### config.mk
export PLATFORM = sky130hd
export DESIGN_NAME = pll_lock_supervisor
export DESIGN_NICKNAME = d
export VERILOG_FILES = /design/src/rtl/pll_lock_supervisor.sv
export SDC_FILE = /design/constraint.sdc
export NUM_CORES = 1
export LEC_CHECK = 0
export BUFFER_PORTS_ARGS = -buffer_cell sky130_fd_sc_hd__buf_2
export CORE_ASPECT_RATIO = 1.5
export CORE_MARGIN = 2
export CORE_UTILIZATION = 53
export CTS_CLUSTER_DIAMETER = 200
export CTS_CLUSTER_SIZE = 25
export DETAILED_ROUTE_END_ITERATION = 6
export PLACE_DENSITY_LB_ADDON = 0.3
export SKIP_LAST_GASP = 1
export SLEW_MARGIN = 20
export SYNTH_ARGS = -nofsm -noshare
export SYNTH_HDL_FRONTEND = slang
export SYNTH_SLANG_ARGS = --single-unit
### constraint.sdc
create_clock -name clkin -period 2.7 [get_ports clkin]
set_input_delay 0.135 -clock clkin [delete_from_list [all_inputs] [get_ports clkin]]
set_output_delay 0.135 -clock clkin [all_outputs]
set_load 0.1 [all_outputs]
### src/rtl/pll_lock_supervisor.sv
`default_nettype none
// ============================================================================
// Module   : pll_lock_supervisor
// Purpose  : Sequences the PLL reset, qualifies the PLL lock and releases the
//            system reset. Build macro LOCK_LOSS_FILTER_EN debounces lock loss.
// Revision : 1.0 - initial release
// ============================================================================
module pll_lock_supervisor #(
  parameter int RESET_CYCLES        = 16,
  parameter int LOCK_STABLE_CYCLES  = 1024,
  parameter int LOCK_TIMEOUT_CYCLES = 65536,
  parameter int SYNC_STAGES         = 2,
  parameter int LOSS_FILTER_CYCLES  = 4
) (
  input  logic       clkin,
  input  logic       reset,
  input  logic       lock_i,
  output logic       pll_reset_o,
  output logic       sys_reset_o,
  output logic       ready_o,
  output logic [1:0] state_o,
  output logic [7:0] retry_count_o,
  output logic       lock_lost_o
);

  localparam int c_MAX_RS  = (RESET_CYCLES > LOCK_STABLE_CYCLES) ? RESET_CYCLES : LOCK_STABLE_CYCLES;
  localparam int c_MAX_RST = (c_MAX_RS > LOCK_TIMEOUT_CYCLES) ? c_MAX_RS : LOCK_TIMEOUT_CYCLES;
`ifdef LOCK_LOSS_FILTER_EN
  localparam int c_MAX_ALL = (c_MAX_RST > LOSS_FILTER_CYCLES) ? c_MAX_RST : LOSS_FILTER_CYCLES;
`else
  localparam int c_MAX_ALL = c_MAX_RST;
`endif
  localparam int c_CNT_W = $clog2(c_MAX_ALL) + 1;

  localparam logic [c_CNT_W-1:0] c_RESET_LAST   = c_CNT_W'(RESET_CYCLES - 1);
  localparam logic [c_CNT_W-1:0] c_STABLE_LAST  = c_CNT_W'(LOCK_STABLE_CYCLES - 1);
  localparam logic [c_CNT_W-1:0] c_TIMEOUT_LAST = c_CNT_W'(LOCK_TIMEOUT_CYCLES - 1);
`ifdef LOCK_LOSS_FILTER_EN
  localparam logic [c_CNT_W-1:0] c_LOSS_LAST    = c_CNT_W'(LOSS_FILTER_CYCLES - 1);
`endif

  if (RESET_CYCLES < 1 || LOCK_STABLE_CYCLES < 1 || LOCK_TIMEOUT_CYCLES < 2 ||
      SYNC_STAGES < 2 || LOSS_FILTER_CYCLES < 1) begin : g_param_check
    $error("pll_lock_supervisor: parameter out of range");
  end

  typedef enum logic [1:0] {
    ST_RESET  = 2'd0,
    ST_WAIT   = 2'd1,
    ST_STABLE = 2'd2,
    ST_RUN    = 2'd3
  } state_t;

  state_t               r_state;
  state_t               w_state_nxt;
  logic [c_CNT_W-1:0]   r_cnt;
  logic [c_CNT_W-1:0]   w_cnt_nxt;
  logic [SYNC_STAGES-1:0] r_sync;
  logic                 w_lock_s;
  logic                 w_fail;
  logic                 w_lost;

  assign w_lock_s = r_sync[SYNC_STAGES-1];
  assign state_o  = r_state;

  always_comb begin
    w_state_nxt = r_state;
    w_cnt_nxt   = r_cnt + c_CNT_W'(1);
    w_fail      = 1'b0;
    w_lost      = 1'b0;
    case (r_state)
      ST_RESET: begin
        if (r_cnt == c_RESET_LAST) w_state_nxt = ST_WAIT;
      end
      ST_WAIT: begin
        // A lock seen on the timeout cycle takes priority over the retry.
        if (w_lock_s) begin
          w_state_nxt = ST_STABLE;
        end else if (r_cnt == c_TIMEOUT_LAST) begin
          w_state_nxt = ST_RESET;
          w_fail      = 1'b1;
        end
      end
      ST_STABLE: begin
        if (!w_lock_s) begin
          w_state_nxt = ST_WAIT;
        end else if (r_cnt == c_STABLE_LAST) begin
          w_state_nxt = ST_RUN;
        end
      end
      ST_RUN: begin
`ifdef LOCK_LOSS_FILTER_EN
        // In RUN the counter tracks consecutive low cycles of the synced lock.
        if (w_lock_s) begin
          w_cnt_nxt = '0;
        end else if (r_cnt == c_LOSS_LAST) begin
          w_state_nxt = ST_RESET;
          w_fail      = 1'b1;
          w_lost      = 1'b1;
        end
`else
        w_cnt_nxt = '0;
        if (!w_lock_s) begin
          w_state_nxt = ST_RESET;
          w_fail      = 1'b1;
          w_lost      = 1'b1;
        end
`endif
      end
      default: w_state_nxt = ST_RESET;
    endcase
    if (w_state_nxt != r_state) w_cnt_nxt = '0;
  end

  always_ff @(posedge clkin or posedge reset) begin
    if (reset) begin
      r_state <= ST_RESET;
      r_cnt   <= '0;
      r_sync  <= '0;
    end else begin
      r_state <= w_state_nxt;
      r_cnt   <= w_cnt_nxt;
      r_sync  <= {r_sync[SYNC_STAGES-2:0], lock_i};
    end
  end

  // Outputs are decoded from the next state so they change on the transition edge.
  always_ff @(posedge clkin or posedge reset) begin
    if (reset) begin
      pll_reset_o   <= 1'b1;
      sys_reset_o   <= 1'b1;
      ready_o       <= 1'b0;
      retry_count_o <= 8'd0;
      lock_lost_o   <= 1'b0;
    end else begin
      pll_reset_o <= (w_state_nxt == ST_RESET);
      sys_reset_o <= (w_state_nxt != ST_RUN);
      ready_o     <= (w_state_nxt == ST_RUN);
      lock_lost_o <= w_lost;
      if (w_fail && (retry_count_o != 8'hFF)) retry_count_o <= retry_count_o + 8'd1;
    end
  end

endmodule
`default_nettype wire

### Word level (Yosys, flattened, before mapping)

Index checks and enable logic that the tools add are counted.

* bits of input ports: 3
* logic and storage cells: 37
* bits in registers: 33
* output and inout bits: 14

* $add $sub $neg: 2
* reduce and logical (&&, ||, !) cells: 3
* equality and inequality tests: 10
* muxes and demuxes: 14

Operators by type and width (number)
* 17-bit two-way mux: 2
* 17-bit by 1-bit adder with 17-bit output (second input constant): 1
* 17-bit by 10-bit equality test with 1-bit output (second input constant): 1
* 17-bit by 16-bit equality test with 1-bit output (second input constant): 1
* 17-bit by 4-bit equality test with 1-bit output (second input constant): 1
* 2-bit two-way mux: 6
* 8-bit by 1-bit adder with 8-bit output (second input constant): 1
* 8-bit != test (second input constant): 1
* 2-bit case mux with 4 select lines: 1
* 2-bit equality test (second input constant): 3
* 2-bit logical NOT: 2
* 1-bit two-way mux: 4
* 2-bit by 1-bit equality test with 1-bit output (second input constant): 1
* 2-bit != test: 1
* 2-bit != test (second input constant): 1
* 1-bit case mux with 2 select lines: 1
* 1-bit logical AND: 1

### Depth between registers and ports, before layout

* depth in word-level cells: 6
* gate-level depth with buffers: 11

### Worst setup path before layout

No wires, ideal clock.

* path type: flip-flop to flip-flop
* from: register retry_count_o[0]
* to: register retry_count_o[1]
* setup time: 0.126 ns
* slack: 0.351 ns
* arrival time: 2.223 ns
* clock period less this slack: 2.349 ns
* cell stages (with the launch flop): 5
* required time: 2.574 ns
* buffers on the path: 0
* path through: dfrtp_1 -> ha_1 -> nand3_1 -> o211ai_1 -> mux2_2

* longest elaborated chain between the ends: 2

RTL lines
* start, declared: RTL line 22 `output logic [7:0] retry_count_o,`
* start signal, assigned: RTL line 140 `if (w_fail && (retry_count_o != 8'hFF)) retry_count_o <= retry_count_o + 8'd1;`
* parallel branches: the longest is 2 deep, another holds 8-bit by 1-bit adder with 8-bit output

Parallel ways; which one is timed is not known.
A chain may end at the register's enable or synchronous reset.

### Worst setup path after layout

* from: register r_cnt[0]
* to: register r_cnt[4]

* longest elaborated chain between the ends: 6

RTL lines
* start, declared: RTL line 56 `logic [c_CNT_W-1:0] r_cnt;`
* start signal, assigned: RTL line 122 `r_cnt <= w_cnt_nxt;`
* 17-bit by 10-bit equality test with 1-bit output / 17-bit by 16-bit equality test with 1-bit output (equally long branches): RTL line 87, 79
* 2-bit two-way mux, on equally long branches: RTL line 87, 79
* 2-bit two-way mux, on equally long branches: RTL line 85, 77
* 2-bit case mux with 4 select lines: RTL line 71 `case (r_state)`
* 2-bit != test: RTL line 112 `if (w_state_nxt != r_state) w_cnt_nxt = '0;`
* 17-bit two-way mux *: RTL line 112
* net w_cnt_nxt[4]: RTL line 57 `logic [c_CNT_W-1:0] w_cnt_nxt;`

Mark *: on every way through the listed nets, which the timed path passes. The rest lies on a longest branch.

==> impl_metrics.yaml <==
job:
  cap_viol_max_count: 0
grt:
  grt_use_total_pct: 20.74
  grt_pass1_wl_um: 5395
  grt.overflow.total: 0
  top_usage_layer: "met2"
  grt_util_met3_pct: 5.769
  grt_util_met2_pct: 38.12
  grt_max_degree: 34
  use_met1_pct: 22.37
  antenna_found_initial: 0
  grt_pass1_vias: 1165
routing:
  vias: 1171
  route.detailed.drc: 0
  first_pass_iters: 4
  drt_wl_total_um: 3080
  drt_iter0_markers: 23
  ant_nets: 0
  wl_per_cell_um: 14.81
  viasPerCell: 5.630
yosys:
  muxShareOfSynthArea_pct: 0.7217
  avgSynthCellArea_um2: 10.69
  synth_fa_ha_area_share_pct: 2.406
  yosysTopAreaCellShare_pct: 49.72
  synth-simple-area-share_pct: 21.17
  synth-seq-cells: 33
  yosysSeqAreaShare_pct: 53.09
  synth_top_area_cell: "dfrtp_1"
  synth_top_family_by_area: "simple AND/OR/NAND/NOR gates"
  synth_xor_area_share_pct: 11.23
  netlist_top_cells_area: "dfrtp_1 (50%), xor2_1 (7.9%), a21oi_1 (5.5%), dfstp_2 (3.4%), xnor2_1 (3.4%)"
  netlist_instances: 146
  synth_nets: 152
  synth_compound_area_share_pct: 8.982
  ys.flop_type: "dfrtp_1"
  netlist_area_mm2: 0.001560
  synth.most_common_cell: "dfrtp_1"
  yosys_warnings: 0
  synth-edff-count: 0
  ys_types: 34
  postSynth.asyncResetShare_pct: 100.0
  yosys-top-cells-count: "dfrtp_1 (31), a21oi_1 (17), xor2_1 (14)"
cts:
  cts_buffer_depth: 2
  clock_latency_ns: 0.29
  numCtsBuffers: 5
  cts_root_buf: "clkbuf_8"
  cts_tree: "built"
  post_cts_buffers: 0
  clk_pin_slew_ns: 0.06
  cts-htree-levels: 2
  cts_resized: 0
  clkSinkCount: 33
floorplanning:
  fp.coreArea_mm2: 0.002853
  chipWidth_um: 48.30
  io_pins: 17
  die_area_mm2: 0.003403
  rows: 24
  initial_core_util_pct: 54.69
  die_h_um: 70.45
critical_path:
  r2r-end: "r_cnt[4]$_DFF_PP0_"
  rr_worst_depth: 11
  path_buf_inv: 1
  slowest_delay_ns: 0.39
  critPathLaunch: "r_cnt[0]$_DFF_PP0_"
  ff2ff_setup_slack_ns: 0.36
  path_max_fanout: 17
  crit_path_start_kind: "flip-flop"
  crit_chain: "ha_1 > nand3_1 > nor2_1 > nand2_1 > nor2_1 > ha_1 > or2_2 > and2b_2 > nor3_4 > buf_4 > a21oi_1"
  end_kind: "flip-flop"
  rr_startpoint: "r_cnt[0]$_DFF_PP0_"
  crit_required_ns: 2.83
  slowest_stage: "dfrtp_1"
  criticalPathCategory: "flip-flop to flip-flop"
  crit_family: "simple AND/OR/NAND/NOR gates"
  arrival_ns: 2.47
pwr:
  power.internal_mw: 0.9334
  clkPwrFrac_pct: 21.9
  power_density_mw_per_mm2: 968.5
  vdd_ir_drop_max_v: 0.0008583
  p_sw_mw: 0.7983
  p_leak_nw: 0.8190
  switching_share_pct: 46.10
  pwr-share-comb_pct: 40.7
  pwr-share-seq_pct: 37.4
worst_hold_path:
  holdPathEnd: "r_sync[1]$_DFF_PP0_"
  holdPathStages: 0
  hp-class: "flip-flop to flip-flop"
  min_from: "r_sync[0]$_DFF_PP0_"
sta:
  final_max_slew_viol_count: 0
  finalClockSkew_ns: 0.003257
  whs_ns: 0.3659
  fin_crit_ns: 2.342
  setup_viol: 0
  period_share_pct: 86.74
  fin_tns_setup_ns: 0
  maxSlewHeadroom_pct: 55.87
  final_hold_viol_count: 0
  tightest_slew_ns: 0.6590
  rsz0062_at_grt: "no"
  fmax_ghz: 0.4270
final_layout:
  drive_gt1_share_pct: 20.12
  diodes: 0
  area_growth_pct: 14.59
  final_nets: 174
placed_design:
  hpwl_um: 2200
  io_buffers: 16
  gp_congestion: 0.7769
run_status:
  outcome: "completed"
logic make-up after synthesis:
family                     count (synthesis)
buffers and inverters                      8
adders and majority gates                  3
AOI/OAI and AO/OA                         24
xor gates and xnor gates                  20
DFF                                       33
and+or+nand+nor                           57
muxes                                      1
power by group through the flow:
stage | Combinational, mW | Sequential, mW | Clock, mW
2_1_floorplan | 0.224 | 1.02 | 0
3_3_place_gp | 0.693 | 0.648 | 0
3_5_place_dp | 0.704 | 0.656 | 0
4_1_cts | 0.707 | 0.647 | 0.381
5_1_grt | 0.744 | 0.662 | 0.396
6_report | 0.705 | 0.648 | 0.379
placed cells by master (no fill, tap or decap), types with 2 or more instances in the layout:
cell type      instances
nand4_1                6
and2_1                 3
and4_1                 3
clkbuf_1               2
nor2_1                 7
nand3_1                9
nor4_1                 3
nand3b_1               2
nand2_1                9
dlygate4sd3_1          2
inv_1                  3
or2_2                  3
dfstp_2                2
buf_4                  2
dfrtp_1               31
nor3_1                 5
xnor2_1                6
a21oi_1               17
clkbuf_8               6
xor2_1                14
buf_2                 16
ha_1                   3
per-layer routing:
layer,wire length (µm),up-vias
li1,-,558
met1,1194,577
met2,1708,28
met3,118,8
met4,59,0
met5,0,-
layout make-up:
class,count,area [µm²]
timing repair buffer,20,115.1
fill,233,1065
tap,39,48.80
multi-input combinational,105,694.4
clock buffer,8,90.09
sequential,33,828.3
inverter,3,11.26
worst max-delay path by stage:
stage / to / depth (start not counted)
2_1_floorplan: retry_count_o[1]$_DFFE_PP0P_ / 4
5_1_grt: retry_count_o[7]$_DFFE_PP0P_ / 10
6_report: r_cnt[4]$_DFF_PP0_ / 11
4_1_cts: retry_count_o[1]$_DFFE_PP0P_ / 9
3_5_place_dp: retry_count_o[1]$_DFFE_PP0P_ / 9
3_3_place_gp: retry_count_o[1]$_DFFE_PP0P_ / 9
per-stage QoR:
stage / total power [mW] / worst slack, ns / cell area [µm²] / instances / util (%)
after floorplan: 1.242 / 0.3507 / 1560 / 146 / -
after global placement: 1.340 / 0.4711 / 1678 / 198 / 58.82
after detailed placement: 1.359 / 0.3708 / 1678 / 198 / 58.82
after CTS: 1.735 / 0.3591 / 1788 / 208 / 62.68
after global routing: 1.802 / 0.1262 / 1788 / 208 / 62.68
final: 1.732 / 0.3581 / 1788 / 208 / 62.68
state kept, by name, indices dropped and copies added, names as in the netlist:
register / count
r_cnt: 17
retry_count_o: 8
r_sync: 2
state_o: 2
lock_lost_o: 1
pll_reset_o: 1
ready_o: 1
sys_reset_o: 1
what timing repair did:
action | in CTS | in global routing
hold buffers | 2 | 0
hold endpoints to repair | 32 | 0
endpoints found under the setup margin | 0 | 0
Power figures use the tool's default switching activity.
